`src/rtl/mac_neuron_serial.sv`:
```
// mac_neuron_serial: time-multiplexed fully-connected neuron.
// A single signed multiply-accumulate unit walks over N_IN inputs, then the
// wide accumulator is shifted, optionally rectified and saturated to DW bits.
// Valid/ready handshakes on both sides allow chaining and back-pressure.

module mac_neuron_serial #(
    parameter int                     N_IN    = 15,
    parameter int                     DW      = 8,
    parameter int                     SHIFT   = 0,
    parameter int                     RELU    = 1,
    parameter logic [N_IN*DW-1:0]     WEIGHTS = '0,
    parameter logic signed [DW-1:0]   BIAS    = '0
) (
    input  logic                 clk,
    input  logic                 reset,
    input  logic [N_IN*DW-1:0]   a_in,
    input  logic                 in_valid,
    output logic                 in_ready,
    output logic [DW-1:0]        y,
    output logic                 sat,
    output logic                 out_valid,
    input  logic                 out_ready
);

    // Accumulator wide enough that bias plus N_IN full-scale products never wrap.
    localparam int ACCW = 2*DW + $clog2(N_IN) + 1;
    localparam int IDXW = (N_IN > 1) ? $clog2(N_IN) : 1;

    localparam logic [IDXW-1:0]        IDX_LAST = IDXW'(N_IN - 1);
    localparam logic signed [ACCW-1:0] Y_MAX    = {{(ACCW-DW+1){1'b0}}, {(DW-1){1'b1}}};
    localparam logic signed [ACCW-1:0] Y_MIN    = {{(ACCW-DW+1){1'b1}}, {(DW-1){1'b0}}};
    localparam logic signed [ACCW-1:0] BIAS_EXT = {{(ACCW-DW){BIAS[DW-1]}}, BIAS};

    typedef enum logic [1:0] {
        ST_IDLE = 2'd0,
        ST_MAC  = 2'd1,
        ST_RES  = 2'd2,
        ST_OUT  = 2'd3
    } state_t;

    state_t                  state_r;
    state_t                  state_nxt_s;
    logic [N_IN*DW-1:0]      a_reg_r;
    logic signed [ACCW-1:0]  acc_r;
    logic [IDXW-1:0]         idx_r;
    logic [DW-1:0]           y_r;
    logic                    sat_r;
    logic                    out_valid_r;

    logic signed [DW-1:0]    a_el_s;
    logic signed [DW-1:0]    w_el_s;
    logic signed [2*DW-1:0]  prod_s;
    logic signed [ACCW-1:0]  prod_ext_s;
    logic signed [ACCW-1:0]  shifted_s;
    logic [DW-1:0]           y_res_s;
    logic                    sat_res_s;

    // Ready depends on state and reset only, never on in_valid.
    assign in_ready  = (state_r == ST_IDLE) && !reset;
    assign y         = y_r;
    assign sat       = sat_r;
    assign out_valid = out_valid_r;

    // Current input/weight pair and its exact product, sign-extended to the accumulator.
    always_comb begin
        a_el_s     = a_reg_r[int'(idx_r)*DW +: DW];
        w_el_s     = WEIGHTS[int'(idx_r)*DW +: DW];
        prod_s     = a_el_s * w_el_s;
        prod_ext_s = {{(ACCW-2*DW){prod_s[2*DW-1]}}, prod_s};
    end

    // Requantise the accumulator: arithmetic shift, optional ReLU, saturating clamp.
    always_comb begin
        shifted_s = acc_r >>> SHIFT;
        y_res_s   = '0;
        sat_res_s = 1'b0;
        if ((RELU != 0) && (shifted_s[ACCW-1] == 1'b1)) begin
            y_res_s   = '0;
            sat_res_s = 1'b0;
        end else if (shifted_s > Y_MAX) begin
            y_res_s   = Y_MAX[DW-1:0];
            sat_res_s = 1'b1;
        end else if (shifted_s < Y_MIN) begin
            y_res_s   = Y_MIN[DW-1:0];
            sat_res_s = 1'b1;
        end else begin
            y_res_s   = shifted_s[DW-1:0];
            sat_res_s = 1'b0;
        end
    end

    // Next-state logic for the IDLE -> MAC -> RES -> OUT sequence.
    always_comb begin
        state_nxt_s = state_r;
        case (state_r)
            ST_IDLE: begin
                if (in_valid) begin
                    state_nxt_s = ST_MAC;
                end else begin
                    state_nxt_s = ST_IDLE;
                end
            end
            ST_MAC: begin
                if (idx_r == IDX_LAST) begin
                    state_nxt_s = ST_RES;
                end else begin
                    state_nxt_s = ST_MAC;
                end
            end
            ST_RES: begin
                state_nxt_s = ST_OUT;
            end
            ST_OUT: begin
                if (out_ready) begin
                    state_nxt_s = ST_IDLE;
                end else begin
                    state_nxt_s = ST_OUT;
                end
            end
            default: begin
                state_nxt_s = ST_IDLE;
            end
        endcase
    end

    // State register and datapath; reset discards any partial result.
    always_ff @(posedge clk) begin
        if (reset) begin
            state_r     <= ST_IDLE;
            a_reg_r     <= '0;
            acc_r       <= '0;
            idx_r       <= '0;
            y_r         <= '0;
            sat_r       <= 1'b0;
            out_valid_r <= 1'b0;
        end else begin
            state_r <= state_nxt_s;
            case (state_r)
                ST_IDLE: begin
                    if (in_valid) begin
                        a_reg_r <= a_in;
                        acc_r   <= BIAS_EXT;
                        idx_r   <= '0;
                    end
                end
                ST_MAC: begin
                    acc_r <= acc_r + prod_ext_s;
                    idx_r <= idx_r + IDXW'(1);
                end
                ST_RES: begin
                    y_r         <= y_res_s;
                    sat_r       <= sat_res_s;
                    out_valid_r <= 1'b1;
                end
                ST_OUT: begin
                    if (out_ready) begin
                        out_valid_r <= 1'b0;
                    end
                end
                default: begin
                    out_valid_r <= 1'b0;
                end
            endcase
        end
    end

endmodule
```
`config.mk`:
```
export PLATFORM = sky130hd
export DESIGN_NAME = mac_neuron_serial
export DESIGN_NICKNAME = d
export VERILOG_FILES = /design/src/rtl/mac_neuron_serial.sv
export SDC_FILE = /design/constraint.sdc
export NUM_CORES = 1
export LEC_CHECK = 0
export CORE_ASPECT_RATIO = 0.9
export CORE_MARGIN = 3
export CORE_UTILIZATION = 26
export DETAILED_ROUTE_END_ITERATION = 10
export PLACE_DENSITY = 0.79
export REMOVE_ABC_BUFFERS = 1
export SLEW_MARGIN = 20
export SYNTH_ARGS = -nofsm -noshare
export SYNTH_HDL_FRONTEND = slang
export SYNTH_SLANG_ARGS = --single-unit
```
`constraint.sdc`:
```
create_clock -name clk -period 1.19 [get_ports clk]
set_input_delay 0.238 -clock clk [delete_from_list [all_inputs] [get_ports clk]]
set_output_delay 0.238 -clock clk [all_outputs]
set_load 0.005 [all_outputs]
```
# Word-level counts from Yosys, hierarchy flattened
# Cells that the tools add are included.
[totals]
reg_bits = 157
inputBits = 124
out_inout_bits = 11
wordCells = 44
[op_classes]
addsub = 2
multipliers = 1
n_lt_le_gt_ge = 2
eq_ne = 6
shift = 2
n_mux = 16
n_reduce_logical = 8
[op_table]
columns = ["operator", "count"]
rows = [
  ["$shiftx 120x8->8", 1],
  ["$shiftx 120x8->8 const A", 1],
  ["$pmux 21 s2", 1],
  ["$mux 8", 3],
  ["$add 21x16->21", 1],
  ["$gt 21x8->1 const B", 1],
  ["$lt 21x8->1 const B", 1],
  ["$mux 21", 1],
  ["$mul 8x8->16", 1],
  ["$pmux 2 s4", 1],
  ["$pmux 4 s2", 1],
  ["$reduce_and 2->1", 3],
  ["$mux 1", 5],
  ["$add 4x1->4 const B", 1],
  ["$eq 2x2->1 const B", 2],
  ["$eq 4x4->1 const B", 1],
  ["$mux 2", 2],
  ["$mux 4", 1],
  ["$ne 2x2->1 const B", 2],
  ["$reduce_bool 2->1", 2],
  ["$eq 2x1->1 const B", 1],
  ["$logic_not 2->1", 1],
  ["$pmux 1 s2", 1],
  ["$logic_and 1x1->1", 1],
  ["$logic_not 1->1", 1],
]

# Logic depth before layout (Yosys ltp)
# Gate-level depths: netlist of the first run.
[logic_depth]
ltp_word = 4
ltp_mapped = 5
mapped_depth_nobuf = 5

# Worst setup path before layout of the first run
# Ideal clock, no wire load.
[synth_timing]
kind = "register to register"
startpoint = "reg state_r[0]"
endpoint = "reg y_r[2] (netlist: y[2])"
setup_time_ns = 0.076
arrival_ns = 1.036
required_ns = 1.114
setup_slack_ns = 0.079
path_stages_with_launch = 5
path_buffers = 1
period_less_slack_ns = 1.111
path_cell_list = "dfxtp_1 -> nand2b_1 -> or3_1 -> buf_2 -> o22ai_1"
[synth_between]
elab_chain_len = 1
[synth_lines]
columns = ["element", "line_no", "source"]
rows = [
  ["start: declaration", "41", "state_t state_r;"],
  ["start signal: assignment", "137", "state_r <= state_nxt_s;"],
  ["$eq 2x2->1", "138", "case (state_r)"],
  ["end signal: assignment", "151", "y_r <= y_res_s;"],
  ["end: declaration", "46", "logic [DW-1:0] y_r;"],
]
# Every way passes these cells.
# A chain may end at the register's enable or synchronous reset.

# Final worst setup path of the first run
[layout_timing]
startpoint = "reg state_r[1]"
endpoint = "out in_ready"
[layout_between]
elab_chain_len = 2
[layout_lines]
columns = ["element", "line_no", "source"]
rows = [
  ["$logic_not 2->1", "59", "assign in_ready = (state_r == ST_IDLE) && !reset;"],
  ["$logic_and 1x1->1", "59", ""],
  ["end: declaration", "18", "output logic in_ready,"],
]
# Every way passes these cells.

==> reports/metrics.csv, run 1 <==
metric,value,unit
vias in the first global route,969,
reg2reg setup slack,0.007,ns
RR Endpoint,y[0],
CP bufs+invs,1,
Congestion Overflow GR,0,
clock latency on the worst-skew pair,0.28,ns
largest incremental delay on the critical path,0.38,ns
overall routing resource usage,0.0937,
CP Data Required Time,0.95,ns
worst slew margin relative to its limit,0.799,
"most common cell after layout, fill and taps aside",sky130_fd_sc_hd__dfxtp_1,
post-route total power,2.23,mW
final number of max-transition violations,0,
RSZ-0062 raised after global routing,yes,
maximum clock frequency,846,MHz
min cycle time layout,1.18,ns
via count,997,
share of post-route cells with drive strength above 1,0.327,
routability congestion estimate,0.749,
quantity of I/O buffers inserted on ports,14,
number of failing setup endpoints in the final timing report,0,
run status,completed,
htree depth,2,
Pwr Density,1210,nW/um^2
worst-path fanout max,7,
placed wire-length estimate,1.78,mm
Synth-to-Final Area Change,39.2,%
DIE WIDTH,81.4,um
area of the mapped netlist,1330,sq um
height of the die,73.9,um
slew at the pin closest to its max-slew limit,0.301,ns
synthesized area per cell,10.2,sq um
Worst EP arrival,0.94,ns
maximum number of pins on one net before global-route repair,22,
worst path cell trace,nor3_4 > buf_2,
average vias per placed instance,4.45,
launch instance of the worst min-delay path,reset,
Core Footprint,4890,sq um
"flops & latches, synth",37,
post-route core utilization,0.378,
max_cap viols,0,
count of yosys warnings during synthesis,0,
cells on worst reg2reg path,3,
synthesized netlist cell count,131,
hold path depth,3,
Num Clock Sinks,37,
path class of the lowest-slack min-delay path,in2reg,
number of placement rows,24,
clk root buf,sky130_fd_sc_hd__clkbuf_8,
highest metal used,met4,
DIE AREA,6010,sq um
met2 wire length,1.27,mm
Peak VDD IR,551,uV
Post-Route M1 WL,1.35,mm
Crit path max-delay family,flip-flops,
wire length of the first global-routing pass,4.37,mm
"top library cells by usage in the layout, fill and taps aside","sky130_fd_sc_hd__dfxtp_1 (31), sky130_fd_sc_hd__and2_1 (21), sky130_fd_sc_hd__buf_4 (13), sky130_fd_sc_hd__dlygate4sd2_1 (10), sky130_fd_sc_hd__o22ai_2 (7)",
category of the most critical setup path,reg2out,
sum of met3 wire segment lengths after detailed routing,76,um
detailed router's first-iteration violation count,67,
kind of start point of the critical path,register,
initial core utilization,0.272,
number of diodes,0,
count of distinct cell types in the synthesized netlist,35,
first-pass iteration count of the detailed router,4,
number of buffers on the longest clock path,2,
slowest cell on the critical path,sky130_fd_sc_hd__dfxtp_4,
total clock buffers created by CTS,5,
Worst Hold Margin,0.399,ns
hold endpoint,state_r[1],
Routed wire per std cell,12.2,um
Post-CTS Hold Fix Bufs,0,
residual antenna-violating net count after detailed routing,0,
drc violations,0,
TNS Setup,0,ns
period utilisation layout,0.994,
r2r startpoint,state_r[0],
I/O pin count,135,
Critical Path End Type,output pin,
number of nets at the end of the flow,285,
initial antenna violation count,0,
Worst Clk Skew,0.00576,ns
Static Leakage,0.754,nW
"worst slack, placed",-0.446,ns
clock tree from TritonCTS,done,
sequential-to-total area share from yosys stat,0.557,
Post-Route WL,2.74,mm
final worst setup slack,0.00737,ns
clock-pin transition on the worst setup and hold timing paths,0.07,ns
number of failing hold endpoints at the final stage,0,
==> cell families after synthesis <==
family,count (synthesis),synth area share
adder cells (fa/ha/maj),2,0.0188
buffers and inverters,11,0.0357
AND/OR/NAND/NOR,54,0.265
AO/OA/AOI/OAI,26,0.116
multiplexers,1,0.00753
flip-flops,37,0.557
==> where the power goes <==
group	internal (mW)	switching (mW)
sequential	1.24	0.00857
clock	0.459	0.406
combinational	0.0603	0.0561
total	1.76	0.470
==> worst max path at each step <==
| stage | startpoint | end | slack, ns | cells after the start |
|---|---|---|---|---|
| CTS | reset | in_ready | -0.14 | 3 |
| global placement | reset | in_ready | -0.43 | 3 |
| floorplan | state_r[0] | acc_r[0] | -0.23 | 3 |
| finish | state_r[1] | in_ready | 0.007 | 2 |
| detailed placement | reset | y[5] | -0.45 | 4 |
| global route | acc_r[10] | y[6] | -0.05 | 3 |
==> through the flow <==
step | std cells | area [sq um]
3_3_place_gp | 214 | 1620
4_1_cts | 221 | 1710
5_1_grt | 224 | 1850
6_report | 224 | 1850
2_1_floorplan | 122 | 1290
3_5_place_dp | 214 | 1620
==> worst register-to-register path, stage by stage (launching register included) <==
cell,delay [ns]
sky130_fd_sc_hd__dfxtp_4,0.37
sky130_fd_sc_hd__nand2b_1,0.16
sky130_fd_sc_hd__or3_4,0.41
sky130_fd_sc_hd__o22ai_2,0.16
==> metal layers <==
metal	vias to the layer above	track usage
li1	515	-
met2	14	0.138
met5	-	0
met3	5	0.0257
met4	0	0.0488
met1	463	0.124
==> what timing repair did <==
action                                  CTS  global route
setup buffers                             0             3
gates resized for setup                  19            29
pin swaps                                 0             4
endpoints found under the setup margin   41            33
==> layout make-up <==
class / count / area (sq um)
multi-input cells: 83 / 658
repair buffers: 30 / 265
fillers: 452 / 3040
flip-flops and latches: 37 / 753
well taps: 65 / 81.3
clock buffers: 7 / 86.3
inverters: 2 / 7.51
==> registers in the layout, indices dropped and copies added (netlist names) <==
signal     flops
y              8
state_r        2
out_valid      1
idx_r          4
sat            1
acc_r         21
==> cell usage after synthesis (all sizes together) <==
library cell	number	area, sq um
nand2	4	15.0
a211oi	1	7.51
mux2i	1	10.0
nand2b	1	6.26
buf	5	23.8
o22ai	7	43.8
nand3	3	15.0
and4	1	8.76
a22oi	1	7.51
and3b	1	8.76
a31oi	1	6.26
and4bb	3	37.5
clkbuf	4	16.3
nor4bb	4	40.0
nor3	3	15.0
inv	2	7.51
or3	1	6.26
nand3b	1	7.51
nor4	2	12.5
dfxtp	37	741
and2	21	131
nor2b	1	6.26
a21boi	1	7.51
o21ai	3	15.0
ha	2	25.0
nor2	5	18.8
nor3b	1	7.51
o21bai	1	7.51
a21oi	10	50.1
a41oi	1	8.76
or3b	1	8.76
and2b	1	7.51
Power figures use the tool's default switching activity.
==> run 2, diff against run 1 <==
==> constraint.sdc (replaced) <==
create_clock -name clk -period 1.19 [get_ports clk]
set_input_delay 0.238 -clock clk [delete_from_list [all_inputs] [get_ports clk]]
set_output_delay 0.238 -clock clk [all_outputs]
set_load 0.05 [all_outputs]
==> run 2 against run 1 <==
The run now ends with setup timing left. Global-route usage increased by 0.71 points. Via count increased by 3.1%. Combinational power increased by 19%. Non-clock buffer count increased by 2. Clock power increased by 20%. Critical path depth increased by 2. Register-to-register slack got worse by 0.19 ns. Count of clock-buffer cells in the layout decreased by 2.
==> reports/metrics.csv, run 2 (synthesis gave the netlist of run 1 again) <==
metric,value,unit,change
fillers,466,,+3.1%
placed wire-length estimate,1.87,mm,+5.2%
maximum clock frequency,715,MHz,-15%
Congestion Overflow GR,0,,unchanged
failing checks,setup timing,,
Routed wire per std cell,12.1,um,-1.4%
final number of max-transition violations,0,,unchanged
quantity of I/O buffers inserted on ports,14,,unchanged
share of post-route cells with drive strength above 1,0.298,,-0.0289
Post-CTS Hold Fix Bufs,0,,unchanged
number of placement rows,24,,unchanged
initial core utilization,0.272,,unchanged
Peak VDD IR,617,uV,+12%
kind of start point of the critical path,register,,
Critical Path End Type,output pin,,
htree depth,2,,unchanged
number of nets at the end of the flow,287,,+0.70%
number of buffers on the longest clock path,2,,unchanged
number of failing setup endpoints in the final timing report,10,,+10
launch instance of the worst min-delay path,acc_r[1],,
Static Leakage,0.742,nW,-1.6%
worst-path fanout max,2,,-5
TNS Setup,-1.42,ns,-1.42 ns
path class of the lowest-slack min-delay path,reg2reg,,
cells on worst reg2reg path,4,,+1
clk root buf,sky130_fd_sc_hd__clkbuf_8,,
DIE WIDTH,81.4,um,unchanged
initial antenna violation count,0,,unchanged
register with the highest flop count,acc_r,,
reg2reg setup slack,-0.18,ns,-0.19 ns
"top library cells by usage in the layout, fill and taps aside","sky130_fd_sc_hd__dfxtp_1 (33), sky130_fd_sc_hd__and2_1 (21), sky130_fd_sc_hd__buf_4 (15), sky130_fd_sc_hd__buf_12 (12), sky130_fd_sc_hd__a21oi_1 (10)",,
flip-flop and latch area,751,sq um,-0.33%
largest incremental delay on the critical path,0.35,ns,-0.03 ns
clock-pin transition on the worst setup and hold timing paths,0.07,ns,about the same
min cycle time layout,1.40,ns,+0.216 ns
Pwr Density,1260,nW/um^2,+4.9%
Multi-input gate area,572,sq um,-13%
number of failing hold endpoints at the final stage,0,,unchanged
total clock buffers created by CTS,5,,unchanged
Crit path max-delay family,flip-flops,,
"flip-flop count of the largest register, all copies and words added",21,,unchanged
Num Clock Sinks,37,,unchanged
category of the most critical setup path,reg2out,,
vias in the first global route,970,,+0.10%
r2r startpoint,state_r[0],,
CP Data Required Time,0.95,ns,about the same
average vias per placed instance,4.55,,+2.2%
clock tree from TritonCTS,done,,
maximum number of pins on one net before global-route repair,22,,unchanged
number of diodes,0,,unchanged
slowest cell on the critical path,sky130_fd_sc_hd__dfxtp_4,,
"worst slack, placed",-0.368,ns,+0.0775 ns
Post-Route WL,2.73,mm,-0.47%
Worst EP arrival,1.16,ns,+0.22 ns
detailed router's first-iteration violation count,40,,-40%
first-pass iteration count of the detailed router,4,,unchanged
drc violations,0,,unchanged
worst path cell trace,buf_6 > nor3_4 > buf_6 > buf_12,,
period utilisation layout,1.17,,+0.181
max_cap viols,0,,unchanged
Core Footprint,4890,sq um,unchanged
run status,"finished, violations left",,
residual antenna-violating net count after detailed routing,0,,unchanged
worst slew margin relative to its limit,0.764,,-0.0350
final worst setup slack,-0.208,ns,-0.216 ns
I/O pin count,135,,unchanged
routability congestion estimate,0.687,,-8.3%
most frequent cell on the critical path,sky130_fd_sc_hd__buf_6,,
slew at the pin closest to its max-slew limit,0.351,ns,+0.0500 ns
hold path depth,1,,-2
CP bufs+invs,3,,+2
overall routing resource usage,0.101,,+0.00709
wire length of the first global-routing pass,4.45,mm,+1.9%
hold endpoint,acc_r[1],,
RR Endpoint,y[6],,
"most common cell after layout, fill and taps aside",sky130_fd_sc_hd__dfxtp_1,,
clock latency on the worst-skew pair,0.29,ns,about the same
Synth-to-Final Area Change,44.3,%,
via count,1028,,+3.1%
DIE AREA,6010,sq um,unchanged
height of the die,73.9,um,unchanged
Worst Clk Skew,0.00712,ns,+0.00136 ns
RSZ-0062 raised after global routing,yes,,
[run 2: cell count changes in the layout (fill, tap and decap cells not counted), moves of 4 or more]
cell and change:
sky130_fd_sc_hd__dlygate4sd2_1 -9, sky130_fd_sc_hd__a21oi_2 -4, sky130_fd_sc_hd__o22ai_2 -7, sky130_fd_sc_hd__a21oi_1 +4, sky130_fd_sc_hd__o22ai_1 +7, sky130_fd_sc_hd__buf_12 +11
[run 2: cell type report]
type,count,share of cell area
sequential,37,0.391
multi-input combinational,83,0.298
timing repair buffer,32,0.211
tap,65,0.0424
clock buffer,5,0.0359
clock inverter,2,0.0183
inverter,2,0.00391
[run 2: worst max path at each step]
stage / from / to / slack, ns / cells after the start
floorplan: state_r[0] / in_ready / -0.57 / 1
global placement: reset / in_ready / -0.32 / 4
detailed placement: reset / y[6] / -0.37 / 3
CTS: state_r[1] / in_ready / -0.23 / 4
global route: state_r[1] / in_ready / -0.26 / 4
finish: state_r[1] / in_ready / -0.21 / 4
[run 2: timing repair]
action / in CTS / in global routing
setup endpoints to repair: 9 / 22
pin swaps: 3 / 2
gates resized for setup: 8 / 8
buffers inserted: 3 / 0
gates cloned: 0 / 0
[run 2: metrics by stage]
| step | hold WS (ns) | util | area [sq um] | cells | power [mW] |
|---|---|---|---|---|---|
| after floorplan | 0.307 | - | 1290 | 122 | 1.32 |
| after global placement | 0.436 | 0.358 | 1750 | 217 | 1.40 |
| after detailed placement | 0.436 | 0.358 | 1750 | 217 | 1.40 |
| after CTS | 0.456 | 0.388 | 1900 | 227 | 2.45 |
| after global routing | 0.481 | 0.392 | 1920 | 226 | 2.53 |
| final | 0.455 | 0.392 | 1920 | 226 | 2.43 |
[run 2: power breakdown]
group | internal (mW) | leakage (nW) | total [mW] | switching [mW]
registers | 1.24 | 0.301 | 1.25 | 0.00457
logic | 0.0696 | 0.388 | 0.138 | 0.0682
clock network | 0.609 | 0.0540 | 1.04 | 0.433
total | 1.92 | 0.742 | 2.43 | 0.506
[run 2: routing by layer]
layer,part of all wire,global-route usage
met1,0.45,0.122
met5,0,0
met4,0.027,0.0600
met3,0.046,0.0380
met2,0.47,0.151
[run 2: worst register-to-register path, delay by kind of cell (launching register included)]
family / cells / cell delay, ns
simple gates: 2 / 0.59
flops: 1 / 0.34
compound gates: 1 / 0.21
buf+inv: 1 / 0.14
